File: config.mk
export PLATFORM = sky130hd
export DESIGN_NAME = pwm_multi
export DESIGN_NICKNAME = d
export VERILOG_FILES = /design/src/rtl/pwm_multi.sv
export SDC_FILE = /design/constraint.sdc
export NUM_CORES = 1
export LEC_CHECK = 0
export BUFFER_PORTS_ARGS = -buffer_cell sky130_fd_sc_hd__buf_2
export CAP_MARGIN = 20
export CELL_PAD_IN_SITES_DETAIL_PLACEMENT = 1
export CELL_PAD_IN_SITES_GLOBAL_PLACEMENT = 1
export CORE_ASPECT_RATIO = 1.75
export CORE_MARGIN = 10
export CORE_UTILIZATION = 35
export DETAILED_ROUTE_END_ITERATION = 6
export PLACE_DENSITY_LB_ADDON = 0.1
export RECOVER_POWER = 100
export SLEW_MARGIN = 10
export SYNTH_ARGS = -nofsm -noshare
export SYNTH_HDL_FRONTEND = slang
export SYNTH_SLANG_ARGS = --single-unit
File: constraint.sdc
create_clock -name sclk -period 3.54 [get_ports sclk]
set_input_delay 0.708 -clock sclk [delete_from_list [all_inputs] [get_ports sclk]]
set_output_delay 0.708 -clock sclk [all_outputs]
set_load 0.02 [all_outputs]
File: src/rtl/pwm_multi.sv
// pwm_multi: multi-channel PWM with one shared period counter and per-channel
// duty/polarity. period/duty/polarity are captured into a shadow set on
// `load` and moved into the active set only while idle or when the counter is
// about to return to 0, so a running period is never disturbed.
//
// Optional build macro: PWM_CENTER_EN selects center-aligned (up/down)
// counting. Without it the counter is edge-aligned and there is no direction
// register.
//
// Ports:
//   sclk, rst   clock, synchronous active-high reset
//   enable      run counter; low = idle (outputs at inactive level)
//   period      counter period P; 0 holds outputs inactive
//   duty        packed duty counts, channel k at [k*CNT_W +: CNT_W]
//   polarity    per-channel output inversion
//   load        strobe capturing period/duty/polarity into the shadow set
//   pwm_out     registered PWM outputs
//   cyc_start   registered pulse each time the counter returns to 0
//   pending     shadow holds values not yet applied

// Per-channel lane: shadow/active duty+polarity and the output flop.
module pwm_multi_ch #(
  parameter int CNT_W = 16
) (
  input  logic             sclk,
  input  logic             rst,
  input  logic             load,
  input  logic             xfer,
  input  logic             idle,
  input  logic [CNT_W-1:0] cnt,
  input  logic [CNT_W-1:0] duty_in,
  input  logic             pol_in,
  output logic             pwm
);
  logic [CNT_W-1:0] sh_duty, act_duty;
  logic             sh_pol, act_pol;

  always_ff @(posedge sclk) begin
    if (rst) begin
      sh_duty  <= '0;
      sh_pol   <= 1'b0;
      act_duty <= '0;
      act_pol  <= 1'b0;
      pwm      <= 1'b0;
    end else begin
      if (load) begin
        sh_duty <= duty_in;
        sh_pol  <= pol_in;
      end
      // Same-cycle load+xfer: nonblocking update hands over the old shadow.
      if (xfer) begin
        act_duty <= sh_duty;
        act_pol  <= sh_pol;
      end
      pwm <= idle ? act_pol : ((cnt < act_duty) ^ act_pol);
    end
  end
endmodule

module pwm_multi #(
  parameter int NUM_CH = 4,
  parameter int CNT_W  = 16
) (
  input  logic                    sclk,
  input  logic                    rst,
  input  logic                    enable,
  input  logic [CNT_W-1:0]        period,
  input  logic [NUM_CH*CNT_W-1:0] duty,
  input  logic [NUM_CH-1:0]       polarity,
  input  logic                    load,
  output logic [NUM_CH-1:0]       pwm_out,
  output logic                    cyc_start,
  output logic                    pending
);
  localparam logic [CNT_W-1:0] ONE = CNT_W'(1);

  logic [CNT_W-1:0] sh_period, act_period;
  logic [CNT_W-1:0] cnt, cnt_nxt;
  logic             idle, xfer;

  assign idle = !enable || (act_period == '0);
  // Idle forces cnt_nxt to 0, so this covers both the idle and boundary cases.
  assign xfer = pending && (cnt_nxt == '0);

`ifdef PWM_CENTER_EN
  localparam logic [CNT_W-1:0] TWO = CNT_W'(2);
  logic dir, dir_nxt;  // 0 = counting up, 1 = counting down

  always_comb begin
    cnt_nxt = '0;
    dir_nxt = 1'b0;
    if (!idle) begin
      if (!dir) begin
        if (cnt == act_period - ONE) begin
          // P<=2 has no down leg: wrap straight back to 0.
          if (act_period > TWO) begin
            cnt_nxt = cnt - ONE;
            dir_nxt = 1'b1;
          end
        end else begin
          cnt_nxt = cnt + ONE;
        end
      end else begin
        cnt_nxt = cnt - ONE;
        dir_nxt = (cnt != ONE);
      end
    end
  end

  always_ff @(posedge sclk) begin
    if (rst) dir <= 1'b0;
    else     dir <= dir_nxt;
  end
`else
  always_comb begin
    cnt_nxt = '0;
    if (!idle && (cnt != act_period - ONE))
      cnt_nxt = cnt + ONE;
  end
`endif

  always_ff @(posedge sclk) begin
    if (rst) begin
      cnt        <= '0;
      sh_period  <= '0;
      act_period <= '0;
      pending    <= 1'b0;
      cyc_start  <= 1'b0;
    end else begin
      cnt       <= cnt_nxt;
      cyc_start <= !idle && (cnt == '0);
      if (load) begin
        sh_period <= period;
        pending   <= 1'b1;
      end else if (xfer) begin
        pending   <= 1'b0;
      end
      if (xfer) act_period <= sh_period;
    end
  end

  for (genvar k = 0; k < NUM_CH; k++) begin : g_ch
    pwm_multi_ch #(.CNT_W(CNT_W)) u_ch (
      .sclk    (sclk),
      .rst     (rst),
      .load    (load),
      .xfer    (xfer),
      .idle    (idle),
      .cnt     (cnt),
      .duty_in (duty[k*CNT_W +: CNT_W]),
      .pol_in  (polarity[k]),
      .pwm     (pwm_out[k])
    );
  end
endmodule

Yosys cells after proc, flatten, opt, wreduce, memory -nomap -nowiden
Cells that the tools add are included.

word-level totals
  input bits = 88
  logic and storage cells = 53
  output and inout port bits = 6
  register bits = 190

operators by class
  $lt $le $gt $ge = 4
  eq/ne operators = 1
  add/subtract/negate cells = 2
  reductions and logical operators = 10
  muxes and demuxes = 7
  bitwise logic cells = 4

operators with widths
  cell                                                 count
  < comparator 16 bit                                  4
  zero test 16 bit                                     3
  adder 16 x 1 -> 16 bit (second input constant)       1
  two-way mux 16 bit                                   1
  inequality test 16 bit                               1
  subtractor 16 x 1 -> 16 bit (second input constant)  1
  two-way mux 1 bit                                    6
  bitwise XOR 1 bit                                    4
  logical AND 1 bit                                    3
  zero test 1 bit                                      2
  nonzero test 2 bit                                   1
  logical OR 1 bit                                     1

Logic depth before layout (Yosys ltp)
Gate-level depths: netlist (run 1).

  depth after elaboration = 9
  mapped depth = 12
  gate-level depth less buffers = 10

Hierarchy
From an unflattened synthesis (run 1), not the netlist that was laid out.

second synthesis, totals
  cells, all modules = 993
  area total of the unflattened synthesis = 9342.7 um^2

by module, submodules not included
  module        area each (um^2)  times used  sequential area each (um^2)  cells each
  pwm_multi_ch  1605.3            4           700.7                        165
  pwm_multi     2921.6            1           1001.0                       333

Worst setup path after synthesis (run 1)
Ideal clock, no wire load.

  path type = reg2reg
  from = register act_period[2]
  to = register act_period[10]
  slack = 0.593 ns
  library setup time = 0.072 ns
  buffers on the path = 4
  arrival time = 2.875 ns
  required time = 3.468 ns
  stages on the path, launching flop included = 13
  period minus slack after synthesis = 2.947 ns
  cell sequence = dfxtp_1 buf_6 or4_1 clkbuf_1 or4_1 a21oi_1 a21oi_1 nor4_1 nand4_1 a21boi_2 buf_6 buf_12 mux2i_1

on the way
  cells in the longest elaborated chain, start to end = 7
  elaborated cells between the ends (all ways) = 9
  those cells by class = add/sub (1); eq/ne (1); mux (1); reduce/logical (6)

RTL lines
  item                                                                                 RTL line  source
  from (decl)                                                                          77        logic [CNT_W-1:0] sh_period, act_period;
  from (signal assigned)                                                               138       if (xfer) act_period <= sh_period;
  parallel branches: the longest is 3 deep, another holds subtractor 16 x 1 -> 16 bit  -
  logical AND 1 bit (*)                                                                117       if (!idle && (cnt != act_period - ONE))
  two-way mux 16 bit (*)                                                               117
  zero test 16 bit (*)                                                                 83        assign xfer = pending && (cnt_nxt == '0);
  logical AND 1 bit (*)                                                                83

Every way passes the cells marked *.
A chain may end at the register's enable or synchronous reset.

Final worst setup path (run 1)
  from = register act_period[0]
  to = register act_period[3]

Same word-level chain as after synthesis.

==> results.toml, run 1 <==
[timing]
slew_viol_final = 26
slew_headroom_pct = -20.2
min_period_ps = 3250
fin_skew_ps = 10.8
holdWs_ps = 474
tightest_slew_ps = 1800
fin_setup_tns_ps = 0
min_period_over_period_pct = 91.7
finalHoldViolations = 0
finalSetupViolCount = 0
rsz0062_at_grt = "false"
max_clock_freq_ghz = 0.308

[clock_network]
clk_pin_slew_worst_paths_ps = 70
cts_tree = "built"
ctsResizeCount = 0
clk_latency_ps = 460
cts_root_buf = "clkbuf_16"
cts_buffers = 17
post_cts_buffers = 0
cts.sinks = 190
holdBufCountCts = 0
htreeDepth = 4
cts_buffer_depth = 2

[logic_synthesis]
synth-compound-area-share_pct = 5.36
synth_area_um2 = 9880
post-synth-top-area-cell = "dfxtp_1"
synthSimpleGateAreaFrac_pct = 21.0
synth_area_per_cell_um2 = 9.33
synth_async_sr_flop_share_pct = 0
synth_common_cells = "190 x dfxtp_1, 174 x nand2b_1, 171 x mux2i_1"
synthCells = 1059
synth_top_family_by_area = "simple AND/OR/NAND/NOR gates"
synth_top_area_share_pct = 38.5
yosysSeqAreaShare_pct = 38.5
ys_types = 50
ys_warn_count = 0
synth-seq-cells = 190
yosys-top-cells-area = "dfxtp_1 39%, mux2i_1 17%, nand2b_1 11%, ha_1 8.1%, nor2_1 4.6%"
synth_xor_area_share_pct = 3.28
syn_nets = 1211
synth_edf_count = 0
yosysMostFrequentCell = "dfxtp_1"
synth.area.mux_share_pct = 17.3
synth_fa_ha_area_share_pct = 8.11
synthFlopType = "dfxtp_1"

[worst_setup_path]
worst-path-buf-inv = 1
arrival_ps = 3630
cpPeakStageDelay_ps = 570
cp_max_fo = 23
end_kind = "register"
crit_path_top_delay_cell = "or4_1"
r2r-start = "act_period[0]"
crit_start = "act_period[0]"
cpLargestDelayFamily = "simple AND/OR/NAND/NOR gates"
crit_required_ps = 3920
cp_cell_sequence = "or4_1 > or4_1 > a21oi_1 > a21oi_1 > nor4_1 > nand4_1 > a21boi_4 > buf_12 > mux2i_1"
worstSetupPathType = "register to register"
crit_path_start_kind = "register"

[die]
rows = 81
start_util_pct = 35.4
die-area_um2 = 35600
num_io_pins = 94
fp.dieH_um = 242
chipWidth_um = 147
design.core.area_um2 = 27900

[placement]
placedCellCount = 1493
io_buffers = 93
gp_congestion = 0.824
hpwl_um = 18700

[power_and_ir_drop]
power_density_nw_per_um2 = 424
vdd_drop_max_uv = 354
p_leak_nw = 4.65

[route]
detail_route.wl_per_cell_um = 16.8
via_per_inst = 4.85
dr_total_vias = 7379
drt_wl_total_um = 25600
dr.pass1.iters = 4
drtIter0Drc = 223
drc = 0
antenna_left = 0

[cells_and_area]
final_cell_count_no_fill = 1523
seq_area_um2 = 3800
multi_input_area_um2 = 5450
layout-drive-gt1-share_pct = 12.8
synthToLayoutAreaGrowth_pct = 14.4
insertedDiodeCount = 0
fillers = 3234
nets = 1291

[global_routing]
grt-ovfl-total = 0
grt_pass1_vias = 8025
grt_max_degree = 98
antenna_found_initial = 0
grt_use_total_pct = 14.8
grt_first_pass_wirelength_um = 42100

[worst_hold_path]
hp-start = "g_ch[0].u_ch.act_duty[4]"
hold_path_class = "register to register"

[status]
status = "complete, but fails checks"
failed_checks = "capacitance limit, slew limit"

[job]
maxCapViolations = 1
power by group:
part           leakage (nW)  internal [mW]  total [mW]  switching [mW]
sequential             1.55           2.23        2.29          0.0545
combinational          2.83          0.297       0.618           0.321
clock                 0.263           1.05        1.88           0.836
total                  4.65           3.58        4.79            1.21
placed cells by master, fill, tap and decap left out, types with 7 or more instances in the layout:
cell	count
nor4_1	10
nand2_1	14
a21o_1	16
buf_12	7
clkbuf_1	17
nor2_1	120
nand2b_1	174
ha_1	64
buf_4	21
dfxtp_1	190
xor2_1	18
nand4_1	18
inv_1	66
buf_2	86
clkbuf_16	17
nand3_1	17
a21oi_1	18
nor3_1	11
xnor2_1	19
o21ai_0	13
mux2i_1	171
final cells by class:
type	instances	share of cell area (%)
sequential	190	33.7
clock buffer	23	4.05
multi-input combinational	736	48.2
clock inverter	7	0.797
tap	373	4.13
timing repair buffer	128	6.99
inverter	66	2.19
worst reg2reg max path, cell delays in order (launching register included):
cell and delay, ps:
dfxtp_1 370, or4_1 570, or4_1 520, a21oi_1 140, a21oi_1 60, nor4_1 260, nand4_1 270, a21boi_4 490
buf_12 270, mux2i_1 220
per-stage QoR:
step	total power, mW	setup slack [ps]	util [%]	area, um^2
4_1_cts	4.90	263	40.7	11300
3_5_place_dp	2.97	294	38.8	10800
3_3_place_gp	2.96	314	38.8	10800
5_1_grt	5.04	99.0	40.5	11300
2_1_floorplan	2.78	593	-	9880
6_report	4.79	294	40.5	11300
worst paths after layout:
check / slack (ps) / depth (start not counted) / endpoint
max reg2reg: 290 / 9 / act_period[3]
min reg2reg: 470 / 2 / g_ch[0].u_ch.act_duty[4]
min: 470 / 2 / g_ch[0].u_ch.act_duty[4]
max: 290 / 9 / act_period[3]
flip-flops by register name (all words and copies together) (netlist names):
register,count
g_ch.u_ch.sh_duty,64
cnt,16
g_ch.u_ch.act_pol,4
sh_period,16
act_period,16
g_ch.u_ch.sh_pol,4
g_ch.u_ch.act_duty,64
cyc_start,1
pending,1
g_ch.u_ch.pwm,4
cells by family (layout without fill, tap and decap cells):
group                      Yosys count  count (layout)
AOI/OAI and AO/OA                   78              78
xor gates and xnor gates            37              37
adders and majority gates           64              64
buffers and inverters              133             224
DFF                                190             190
muxes                              171             171
and+or+nand+nor                    386             386
metal layers:
metal	GRT usage, %	routed length (um)	up-vias
met5	0	0	-
met4	6.67	813	0
met3	3.01	731	41
met2	27.9	13900	90
met1	15.3	10200	3538
li1	-	-	3710
Note: power is estimated with default switching activity, not from simulation.
==> run 2: changes to the inputs <==
--- a/config.mk
+++ b/config.mk
@@ -5,7 +5,7 @@
 export SDC_FILE = /design/constraint.sdc
 export NUM_CORES = 1
 export LEC_CHECK = 0
-export BUFFER_PORTS_ARGS = -buffer_cell sky130_fd_sc_hd__buf_2
+export BUFFER_PORTS_ARGS = -buffer_cell sky130_fd_sc_hd__clkbuf_2
 export CAP_MARGIN = 20
 export CELL_PAD_IN_SITES_DETAIL_PLACEMENT = 1
 export CELL_PAD_IN_SITES_GLOBAL_PLACEMENT = 1
==> results.toml, run 2 (synthesis results as in run 1) <==
[status]
status = "complete, but fails checks"
failed_checks = "capacitance limit, slew limit"

[power_and_ir_drop]
p_leak_nw = 4.66
power_density_nw_per_um2 = 429
vdd_drop_max_uv = 359
power_mw = 4.84

[global_routing]
grt_max_degree = 89
grt_use_total_pct = 14.7
grt_first_pass_wirelength_um = 41800
grt-ovfl-total = 0
antenna_found_initial = 0
grt_pass1_vias = 7849

[clock_network]
clk_pin_slew_worst_paths_ps = 70
cts_tree = "built"
clk_latency_ps = 460
cts_buffer_depth = 2
cts_root_buf = "clkbuf_16"
cts.sinks = 190
htreeDepth = 4
holdBufCountCts = 0
cts_buffers = 17

[route]
drtIter0Drc = 270
dr_total_vias = 7297
drt_wl_total_um = 25100
drc = 0
dr.pass1.iters = 4
via_per_inst = 4.80
detail_route.wl_per_cell_um = 16.5
antenna_left = 0

[timing]
finalHoldViolations = 0
rsz0062_at_grt = "false"
fin_setup_tns_ps = 0
max_clock_freq_ghz = 0.299
fin_skew_ps = 9.97
min_period_ps = 3340
min_period_over_period_pct = 94.4
finalSetupViolCount = 0
tightest_slew_ps = 2880
slew_viol_final = 86
slew_headroom_pct = -91.9

[worst_setup_path]
cp_cell_sequence = "or4_1 > or4_1 > a21oi_1 > a21oi_1 > nor4_1 > nand4_1 > a21boi_4 > buf_6 > mux2i_1"
crit_required_ps = 3920
worstSetupPathType = "register to register"
end_kind = "register"
r2r-start = "act_period[2]"
crit_path_top_delay_cell = "or4_1"
crit_path_start_kind = "register"
crit_start = "act_period[2]"
cp_max_fo = 22
cpPeakStageDelay_ps = 620
arrival_ps = 3730

[job]
maxCapViolations = 1

[cells_and_area]
reg_top3 = "g_ch.u_ch.act_duty (64), g_ch.u_ch.sh_duty (64)"
utilization_pct = 40.5
synthToLayoutAreaGrowth_pct = 14.3
final_cell_count_no_fill = 1520
final_cell_mix = "190 x dfxtp_1, 174 x nand2b_1, 171 x mux2i_1"
insertedDiodeCount = 0
fillers = 3257
layout-drive-gt1-share_pct = 13.3
design_area_um2 = 11300
nets = 1286
layout_commonest_cell = "dfxtp_1"

[die]
start_util_pct = 35.4
rows = 81
chipWidth_um = 147
num_io_pins = 94
design.core.area_um2 = 27900
die-area_um2 = 35600
fp.dieH_um = 242

[placement]
hpwl_um = 17800
post_dp_cell_area_um2 = 10700
io_buffers = 93
placedCellCount = 1488
gp_congestion = 0.829

[worst_hold_path]
hold_path_class = "register to register"
hp-start = "g_ch[2].u_ch.act_duty[1]"
-- run 2: worst paths after layout --
kind | endpoint | slack (ps) | cells past startpoint
setup reg to reg | g_ch[3].u_ch.act_duty[2] | 200 | 9
hold reg to reg | g_ch[2].u_ch.act_duty[1] | 480 | 2
setup / recovery | g_ch[3].u_ch.act_duty[2] | 200 | 9
hold / removal | g_ch[2].u_ch.act_duty[1] | 480 | 2
-- run 2: final cells by class --
cell class              instances  area [um^2]  area share (%)
clock buffers                  21          480            4.26
clock inverters                11          109           0.965
inverters                      66          248            2.20
multi-input cells             736         5450            48.2
flip-flops and latches        190         3800            33.7
well taps                     373          467            4.14
repair buffers                123          733            6.50
-- run 2: power breakdown --
| part | internal [mW] | switching, mW |
|---|---|---|
| clock network | 1.05 | 0.889 |
| registers | 2.23 | 0.0554 |
| logic | 0.297 | 0.313 |
| total | 3.58 | 1.26 |
-- run 2: critical path: cells and delay by family (launching register included) --
family          cells  cell delay, ps
buf+inv             1             320
compound gates      3             560
mux                 1             240
flops               1             410
simple gates        4            1720
-- run 2: metrics by stage --
stage / setup slack (ps) / hold WS (ps)
final: 197 / 475
after global routing: 6.42 / 479
after CTS: 205 / 454
after detailed placement: 239 / 464
after global placement: 271 / 460
after floorplan: 593 / 446
-- run 2: routing by layer --
layer | vias to the layer above | track usage (%) | share of wire, %
li1 | 3701 | - | -
met2 | 72 | 27.4 | 55
met3 | 20 | 2.54 | 2.3
met1 | 3504 | 15.8 | 41
met4 | 0 | 5.65 | 1.8
met5 | - | 0 | 0
-- run 2: repair_timing --
item | 4_1_cts | 5_1_grt
endpoints found under the setup margin | 0 | 2
setup buffers | 0 | 0
endpoints found under the hold margin | 0 | 0
gates resized for setup | 0 | 0
